## config.mk

```make
export PLATFORM = sky130hd
export DESIGN_NAME = golomb_bit_packer
export DESIGN_NICKNAME = d
export VERILOG_FILES = /design/src/rtl/golomb_bit_packer.sv
export SDC_FILE = /design/constraint.sdc
export NUM_CORES = 1
export LEC_CHECK = 0
export ABC_AREA = 1
export ABC_CLOCK_PERIOD_IN_PS = 3550
export BUFFER_PORTS_ARGS = -buffer_cell sky130_fd_sc_hd__buf_2
export CAP_MARGIN = 20
export CORE_ASPECT_RATIO = 0.5
export CORE_UTILIZATION = 55
export CTS_BUF_LIST = sky130_fd_sc_hd__clkbuf_4 sky130_fd_sc_hd__clkbuf_8 sky130_fd_sc_hd__clkbuf_16
export DETAILED_ROUTE_END_ITERATION = 7
export PLACE_DENSITY = 0.81
export SLEW_MARGIN = 10
export SYNTH_ARGS = -nofsm -noshare
export SYNTH_HDL_FRONTEND = slang
export SYNTH_SLANG_ARGS = --single-unit
```

## constraint.sdc

```tcl
create_clock -name clk -period 3.55 [get_ports clk]
set_input_delay 0.355 -clock clk [delete_from_list [all_inputs] [get_ports clk]]
set_output_delay 0.355 -clock clk [all_outputs]
set_load 0.02 [all_outputs]
```

## src/rtl/golomb_bit_packer.sv

```systemverilog
// golomb_bit_packer
//   Appends variable-length Golomb codewords (1..MAX_LEN bits, MSB-first) to a
//   bitstream held left-aligned in a wide accumulator. It emits fixed WORD_W-bit
//   words on a valid/ready handshake. A flush request zero-pads the last partial
//   word and drains the accumulator.
//
//   Ports
//     clk            clock, rising edge
//     rst            synchronous reset, active-high
//     en_i           codeword valid
//     encode_data_i  codeword value, right-aligned (zero-extended)
//     encode_len_i   codeword length in bits, legal range 1..MAX_LEN
//     flush_i        pulse: pad and emit all remaining bits
//     ready_o        packer accepts a codeword this cycle
//     word_o         output word, first stream bit in bit WORD_W-1
//     word_valid_o   word_o valid
//     word_ready_i   consumer accepts word_o
//     flush_done_o   one-cycle pulse when a flush has fully drained
//     overflow_o     sticky: a codeword was dropped or its length was illegal
//     bit_count_o    (GOLOMB_PACKER_BITCNT_EN only) accepted codeword bits, mod 2^32
//
//   Optional feature macro: GOLOMB_PACKER_BITCNT_EN
//
//   state | meaning
//   RUN   | accepting codewords, popping full words
//   PAD   | round fill up to a whole word (padding bits are already zero)
//   DRAIN | pop words until empty, then pulse flush_done_o and return to RUN
module golomb_bit_packer #(
  parameter int WORD_W  = 32,
  parameter int ACC_W   = 128,
  parameter int MAX_LEN = 49,
  parameter int LEN_W   = 7
) (
  input  logic              clk,
  input  logic              rst,
  input  logic              en_i,
  input  logic [16:0]       encode_data_i,
  input  logic [LEN_W-1:0]  encode_len_i,
  input  logic              flush_i,
  output logic              ready_o,
  output logic [WORD_W-1:0] word_o,
  output logic              word_valid_o,
  input  logic              word_ready_i,
  output logic              flush_done_o,
`ifdef GOLOMB_PACKER_BITCNT_EN
  output logic [31:0]       bit_count_o,
`endif
  output logic              overflow_o
);

  localparam int FILL_W = $clog2(ACC_W + 1);

  localparam logic [1:0] ST_RUN   = 2'd0;
  localparam logic [1:0] ST_PAD   = 2'd1;
  localparam logic [1:0] ST_DRAIN = 2'd2;

  localparam logic [FILL_W-1:0] READY_MAX = FILL_W'(ACC_W - MAX_LEN - WORD_W);
  localparam logic [FILL_W-1:0] WORD_F    = FILL_W'(WORD_W);
  localparam logic [FILL_W-1:0] WORD_M1   = FILL_W'(WORD_W - 1);

  logic [ACC_W-1:0]  acc_q, acc_d;
  logic [FILL_W-1:0] fill_q, fill_d;
  logic [1:0]        state_q, state_d;
  logic              ovf_q, ovf_d;

  logic              pop, push, len_ok;
  logic [ACC_W-1:0]  acc_base, ins;
  logic [FILL_W-1:0] fill_base, fill_rnd, ins_sh;
  logic [63:0]       data_ext, len_mask;

  assign word_valid_o = (fill_q >= WORD_F);
  assign word_o       = acc_q[ACC_W-1 -: WORD_W];
  assign ready_o      = (state_q == ST_RUN) && (fill_q <= READY_MAX);
  assign flush_done_o = (state_q == ST_DRAIN) && (fill_q == '0);
  assign overflow_o   = ovf_q;

  assign pop    = word_valid_o && word_ready_i;
  assign len_ok = (encode_len_i != '0) && (encode_len_i <= LEN_W'(MAX_LEN));
  assign push   = en_i && ready_o && len_ok;

  // A same-cycle pop shifts first so the new codeword lands right after the
  // bits that remain.
  assign acc_base  = pop ? (acc_q << WORD_W) : acc_q;
  assign fill_base = pop ? (fill_q - WORD_F) : fill_q;

  // Bits below fill are always zero, so the codeword can be OR-ed into place.
  assign data_ext = 64'(encode_data_i);
  assign len_mask = (64'd1 << encode_len_i) - 64'd1;
  assign ins_sh   = FILL_W'(ACC_W) - fill_base - FILL_W'(encode_len_i);
  assign ins      = ACC_W'(data_ext & len_mask) << ins_sh;

  assign fill_rnd = (fill_base + WORD_M1) & ~WORD_M1;

  always_comb begin
    acc_d   = acc_base;
    fill_d  = fill_base;
    state_d = state_q;
    ovf_d   = ovf_q;
    if (push) begin
      acc_d  = acc_base | ins;
      fill_d = fill_base + FILL_W'(encode_len_i);
    end
    if (en_i && (!ready_o || !len_ok)) ovf_d = 1'b1;
    case (state_q)
      ST_RUN: begin
        if (flush_i) state_d = ST_PAD;
      end
      ST_PAD: begin
        fill_d  = fill_rnd;
        state_d = ST_DRAIN;
      end
      ST_DRAIN: begin
        if (fill_q == '0) state_d = ST_RUN;
      end
      default: state_d = ST_RUN;
    endcase
  end

  always_ff @(posedge clk) begin
    if (rst) begin
      acc_q   <= '0;
      fill_q  <= '0;
      state_q <= ST_RUN;
      ovf_q   <= 1'b0;
    end else begin
      acc_q   <= acc_d;
      fill_q  <= fill_d;
      state_q <= state_d;
      ovf_q   <= ovf_d;
    end
  end

`ifdef GOLOMB_PACKER_BITCNT_EN
  logic [31:0] bit_cnt_q, bit_cnt_d;

  assign bit_cnt_d   = push ? (bit_cnt_q + 32'(encode_len_i)) : bit_cnt_q;
  assign bit_count_o = bit_cnt_q;

  always_ff @(posedge clk) begin
    if (rst) bit_cnt_q <= '0;
    else     bit_cnt_q <= bit_cnt_d;
  end
`endif

endmodule

```

* After elaboration in Yosys (flattened, before gate mapping)
Index checks and enable logic that the tools add are counted.
** Storage, ports and cells
- RAM bits :: 0
- ROM bits :: 0
- Latch bits :: 0
- Output and inout port bits :: 36
- Memories :: 0
- Flip-flop bits (word level) :: 139
** Cells by class
- Bitwise gates (word level) :: 2
- Order comparisons :: 3
- Eq/ne operators :: 4
- Div/mod/pow operators :: 0
- Multiplexer cells :: 8
- Shift-type cells :: 2
- Multiply operators :: 0
- Reductions and logical operators :: 15
- $add $sub $neg :: 6
** Operator list (number)
- two-way mux 128 bit :: 2
- OR 128 bit :: 1
- << shifter 64 x 8 -> 128 bit :: 1
- AND 17 x 64 -> 64 bit :: 1
- << shifter 1 x 7 -> 64 bit, first input constant :: 1
- subtractor 64 x 1 -> 64 bit, second input constant :: 1
- two-way mux 8 bit :: 3
- adder 8 x 5 -> 8 bit, second input constant :: 1
- adder 8 x 7 -> 8 bit :: 1
- >= comparator 8 x 6 -> 1 bit, second input constant :: 1
- <= comparator 8 x 6 -> 1 bit, second input constant :: 1
- zero test 8 bit :: 1
- subtractor 8 x 6 -> 8 bit, second input constant :: 1
- subtractor 8 x 7 -> 8 bit :: 1
- subtractor 8 bit, first input constant :: 1
- <= comparator 7 x 6 -> 1 bit, second input constant :: 1
- logical AND 1 bit :: 7
- nonzero test 7 bit :: 1
- one-hot mux 2 bit (3 select lines) :: 1
- two-way mux 2 bit :: 2
- == test 2 x 1 -> 1 bit, second input constant :: 1
- == test 2 bit, second input constant :: 1
- zero test 1 bit :: 2
- zero test 2 bit :: 1
- other kinds (5) :: 5

* Longest topological paths before layout
- Word-level depth :: 8
- Gate-level depth with buffers :: 20

* Least setup slack after synthesis
Ideal clock, no wire load.
- Path type :: register -> register
- From :: reg fill_q[5]
- To :: reg acc_q[65]
- Period minus slack after synthesis :: 2.955 ns
- Buffers on the path :: 1
- Path slack :: 0.595 ns
- Required time :: 3.418 ns
- Cell stages (with the launch flop) :: 16
- Setup time :: 0.132 ns
- Data arrival time :: 2.823 ns
- Cell sequence :: dfxtp_1 -> inv_1 -> ha_1 -> o21ai_0 -> inv_1 -> ha_1 -> ha_1 -> inv_1 -> nor2_1 -> nor2_1 -> or2_1 -> nand3_4 -> nor2_2 -> buf_2 -> a221oi_1 -> a21oi_1
** On the way
- Longest elaborated chain between the ends :: 8
- Elaborated cells on any way between the ends :: 14
- Classes of those cells :: add/sub: 3; order compare: 2; shift: 1; mux: 3; bitwise: 1; reduce/logical: 4
** Ends and longest elaborated chain
- from (decl) :: line 62 : logic [FILL_W-1:0] fill_q, fill_d;
- from (signal assigned) :: line 127 : fill_q <= fill_d;
- >= comparator 8 x 6 -> 1 bit :: line 71 : assign word_valid_o = (fill_q >= WORD_F);
- logical AND 1 bit :: line 77 : assign pop = word_valid_o && word_ready_i;
- two-way mux 8 bit :: line 84 : assign fill_base = pop ? (fill_q - WORD_F) : fill_q;
- subtractor 8 bit :: line 89 : assign ins_sh = FILL_W'(ACC_W) - fill_base - FILL_W'(encode_len_i);
- subtractor 8 x 7 -> 8 bit :: line 89
- << shifter 64 x 8 -> 128 bit :: line 90 : assign ins = ACC_W'(data_ext & len_mask) << ins_sh;
- OR 128 bit :: line 100 : acc_d = acc_base | ins;
- two-way mux 128 bit * :: line 99 : if (push) begin
- to (signal assigned) :: line 121 : acc_q <= '0;
- to (signal assigned) :: line 126 : acc_q <= acc_d;
- to (decl) :: line 61 : logic [ACC_W-1:0] acc_q, acc_d;
Every way passes the cells marked *; elsewhere a longest branch is shown, timed or not.
A chain may end at the register's enable or synchronous reset.

==> summary.txt <==
Status
  • Status: completed

Timing
  • Sum Neg Setup Slack: 0 ns
  • Actual slew at the worst max-slew pin: 0.982 ns
  • Min cycle time layout: 3.26 ns
  • Pins over their slew limit: 0
  • Unrepaired setup endpoints after global routing: no
  • Layout Skew: 0.00691 ns
  • Final critical-path share of the clock period: 0.919
  • Max Clk Rate: 307 MHz
  • Final Hold Viols: 0
  • Final setup viols: 0
  • Worst slew margin: 0.346

Hold path
  • HP Class: in2reg

Power and ir drop
  • Cell area power density: 897 nW/um^2
  • Worst vdd ir: 0.846 mV
  • Clk pwr share: 0.184
  • Leak: approximately 4.6 nW
  • Switching power of the nets: approximately 4.8 mW
  • Register share of total power: 0.218
  • Part of the power in combinational logic: 0.598
  • Sw Ratio: 0.520
  • Power Total: between 9 and 10 mW
  • Power Internal: about 4.4 mW

Clock network
  • CTS Buf Count: 17
  • TritonCTS Sinks: 139
  • CTS root buf: clkbuf_16
  • Clock Latency Late Sink: 0.42 ns
  • CTS tree: yes
  • H-tree depth: 4
  • Post-CTS setup buffers: 0
  • Reg clk slew, reported paths: approximately 0.070 ns
  • Clock tree buffer depth: 2

Synthesis
  • Post-Synthesis Cells: ~1400
  • Largest area contributor in the netlist: dfxtp_1
  • Top cells by count, synth: nand2_1, a21oi_1, nand3_1, dfxtp_1, inv_1
  • Count leader, synth: nand2_1
  • Post-synth EDFFs: 0
  • Most used DFF post-synth: dfxtp_1
  • Yosys warnings: 0
  • Cell area after synthesis: 9440 um^2
  • Post-Syn Area per Cell: 6.89 um^2
  • Yosys top cell area share: 0.295
  • Seq cells post-synth: 139
  • Register area share after synthesis: 0.295
  • Unique masters post-synth: 52
  • Asr flop ratio synth: 0
  • Mapped Nets: 1423
  • Top post-synthesis cells by area: dfxtp_1, nand2_1, a21oi_1, nand3_1, inv_1

Finish
  • Layout Cells excl Fill: 1604
  • Final Util: 0.621
  • Post-route cell area: 10300 um^2
  • Area growth syn-to-layout: 9.03%
  • Layout Nets: around 1400
  • Layout cell share with drive strength beyond 1: 0.187
  • Antenna diodes: 0

Placed design
  • PortBufs: 64
  • GPL Wtd Cong: 0.998
  • Placed inst area: 9720 um^2
  • Cells after DPL: between 1500 and 2000
  • Hpwl dp: 19.1 mm

Route
  • Routed WL per cell: approximately 16 um
  • Via/cell ratio: between 5 and 6
  • DRT antenna net count: 0
  • Residual DRC: 0
  • Drt first pass iters: 8
  • Via count: 9299
  • Final WL: 26.2 mm
  • Drt first-iter violations: 1038

GRT
  • Overflow after GRT: 0
  • Vias in the first global route: 8154
  • Antenna violations before repair: 0
  • Overall Global Routing Usage: 0.301
  • First-pass GRT wire length: 42.2 mm
  • Largest net degree at the start of global routing: 108

Setup path
  • CP dominant cell by count: nor2_1
  • Crit end category: register
  • CP Class: reg2reg
  • Crit-path max FO: 18
  • Arrival time worst endpoint: 3.61 ns
  • CP max stage delay: approximately 0.43 ns
  • Slowest cell on crit path: fa_1
  • Worst-path cell chain: ha_1 > inv_1 > ha_1 > fa_1 > nand2_1 > nand2_1 > a21oi_1 > nor2_1 > nor2_1 > nor2_1 > nor2_1 > or2_1 > nand3_4 > nor2_4 > nand2_1 > inv_2 > buf_12 > nand4_1 > a31oi_1
  • Worst Path Required: 3.90 ns
  • Worst setup SP type: register

Run
  • Max Cap Viol: 0

Die
  • Die Area: 17700 um^2
  • Chip height: 94.6 um
  • Starting Density: 0.570
  • Ports: 65
  • Die width: 187 um
  • FP Rows: 33
  • Placeable Area: 16600 um^2
routing by layer:
layer  part of all wire  up-vias  global-route usage
met5                  0        -                   0
met3              0.082       49              0.0635
met2               0.43      379               0.458
met4              0.017        0              0.0888
met1               0.47     4303               0.425
li1                   -     4568                   -
cell families (layout without fill, tap and decap cells):
family / count (synthesis) / in the layout / synth area share
buf+inv: 236 / 243 / 0.115
mux: 34 / 34 / 0.0361
flops: 139 / 139 / 0.295
fa+ha+maj: 24 / 24 / 0.0334
compound gates: 266 / 266 / 0.152
xor+xnor: 10 / 10 / 0.0121
simple gates: 661 / 661 / 0.356
state kept, by name, indices dropped and copies added (netlist names), named ones only:
| register | cells |
|---|---|
| acc_q | 128 |
| fill_q | 3 |
| overflow_o | 1 |
| state_q | 2 |
worst max-delay path, delay by kind of cell (launching register included):
kind | cells | cell delay [ns]
flip-flops | 1 | 0.36
AND/OR/NAND/NOR | 11 | 1.08
buffers and inverters | 3 | 0.40
AO/OA/AOI/OAI | 2 | 0.35
adder cells (fa/ha/maj) | 3 | 0.97
stage by stage:
step / hold WS [ns] / worst slack, ns
6_report: 0.178 / 0.288
5_1_grt: 0.173 / 0.0311
4_1_cts: 0.168 / 0.219
3_5_place_dp: 0.452 / 0.190
3_3_place_gp: 0.446 / 0.210
2_1_floorplan: 0.442 / 0.595
worst paths after layout:
path,from,to,slack [ns],depth (start not counted)
setup / recovery,register,acc_q[66]$_SDFF_PP0_,0.29,19
hold / removal,flush_i,state_q[0]$_SDFFE_PP0P_,0.18,3
setup reg to reg,register,acc_q[66]$_SDFF_PP0_,0.29,19
hold reg to reg,acc_q[9]$_SDFF_PP0_,acc_q[9]$_SDFF_PP0_,0.46,2
power by group through the flow:
| stage | sequential [mW] | combinational [mW] | clock [mW] |
|---|---|---|---|
| 5_1_grt | 2.04 | 6.05 | 1.78 |
| 4_1_cts | 2.01 | 5.38 | 1.71 |
| 3_3_place_gp | 2.03 | 5.29 | 0 |
| 3_5_place_dp | 2.04 | 5.35 | 0 |
| 2_1_floorplan | 2.00 | 4.08 | 0 |
| 6_report | 2.01 | 5.52 | 1.70 |
placed cells by master, fill, tap and decap left out, types with 18 or more instances in the layout:
cell type	n
buf_4	20
nand3_1	160
nand3_2	39
inv_1	107
nor2_1	75
ha_1	22
buf_2	63
dfxtp_1	139
o21ai_0	50
nor2_2	18
nand2_2	32
nand2_1	256
nand4_1	56
a21oi_1	171
mux2i_1	34
final cells by class:
| cell class | instances | area [um^2] |
|---|---|---|
| clock buffer | 17 | 425 |
| clock inverter | 15 | 128 |
| fill | 1505 | 6270 |
| inverter | 120 | 453 |
| multi-input combinational | 995 | 5620 |
| sequential | 139 | 2780 |
| tap | 227 | 284 |
| timing repair buffer | 91 | 599 |
timing repair:
item | CTS | global route
hold buffers | 0 | 0
resized for setup | 0 | 5
endpoints found under the setup margin | 0 | 66
No activity file was read; power rests on OpenSTA's default activity.
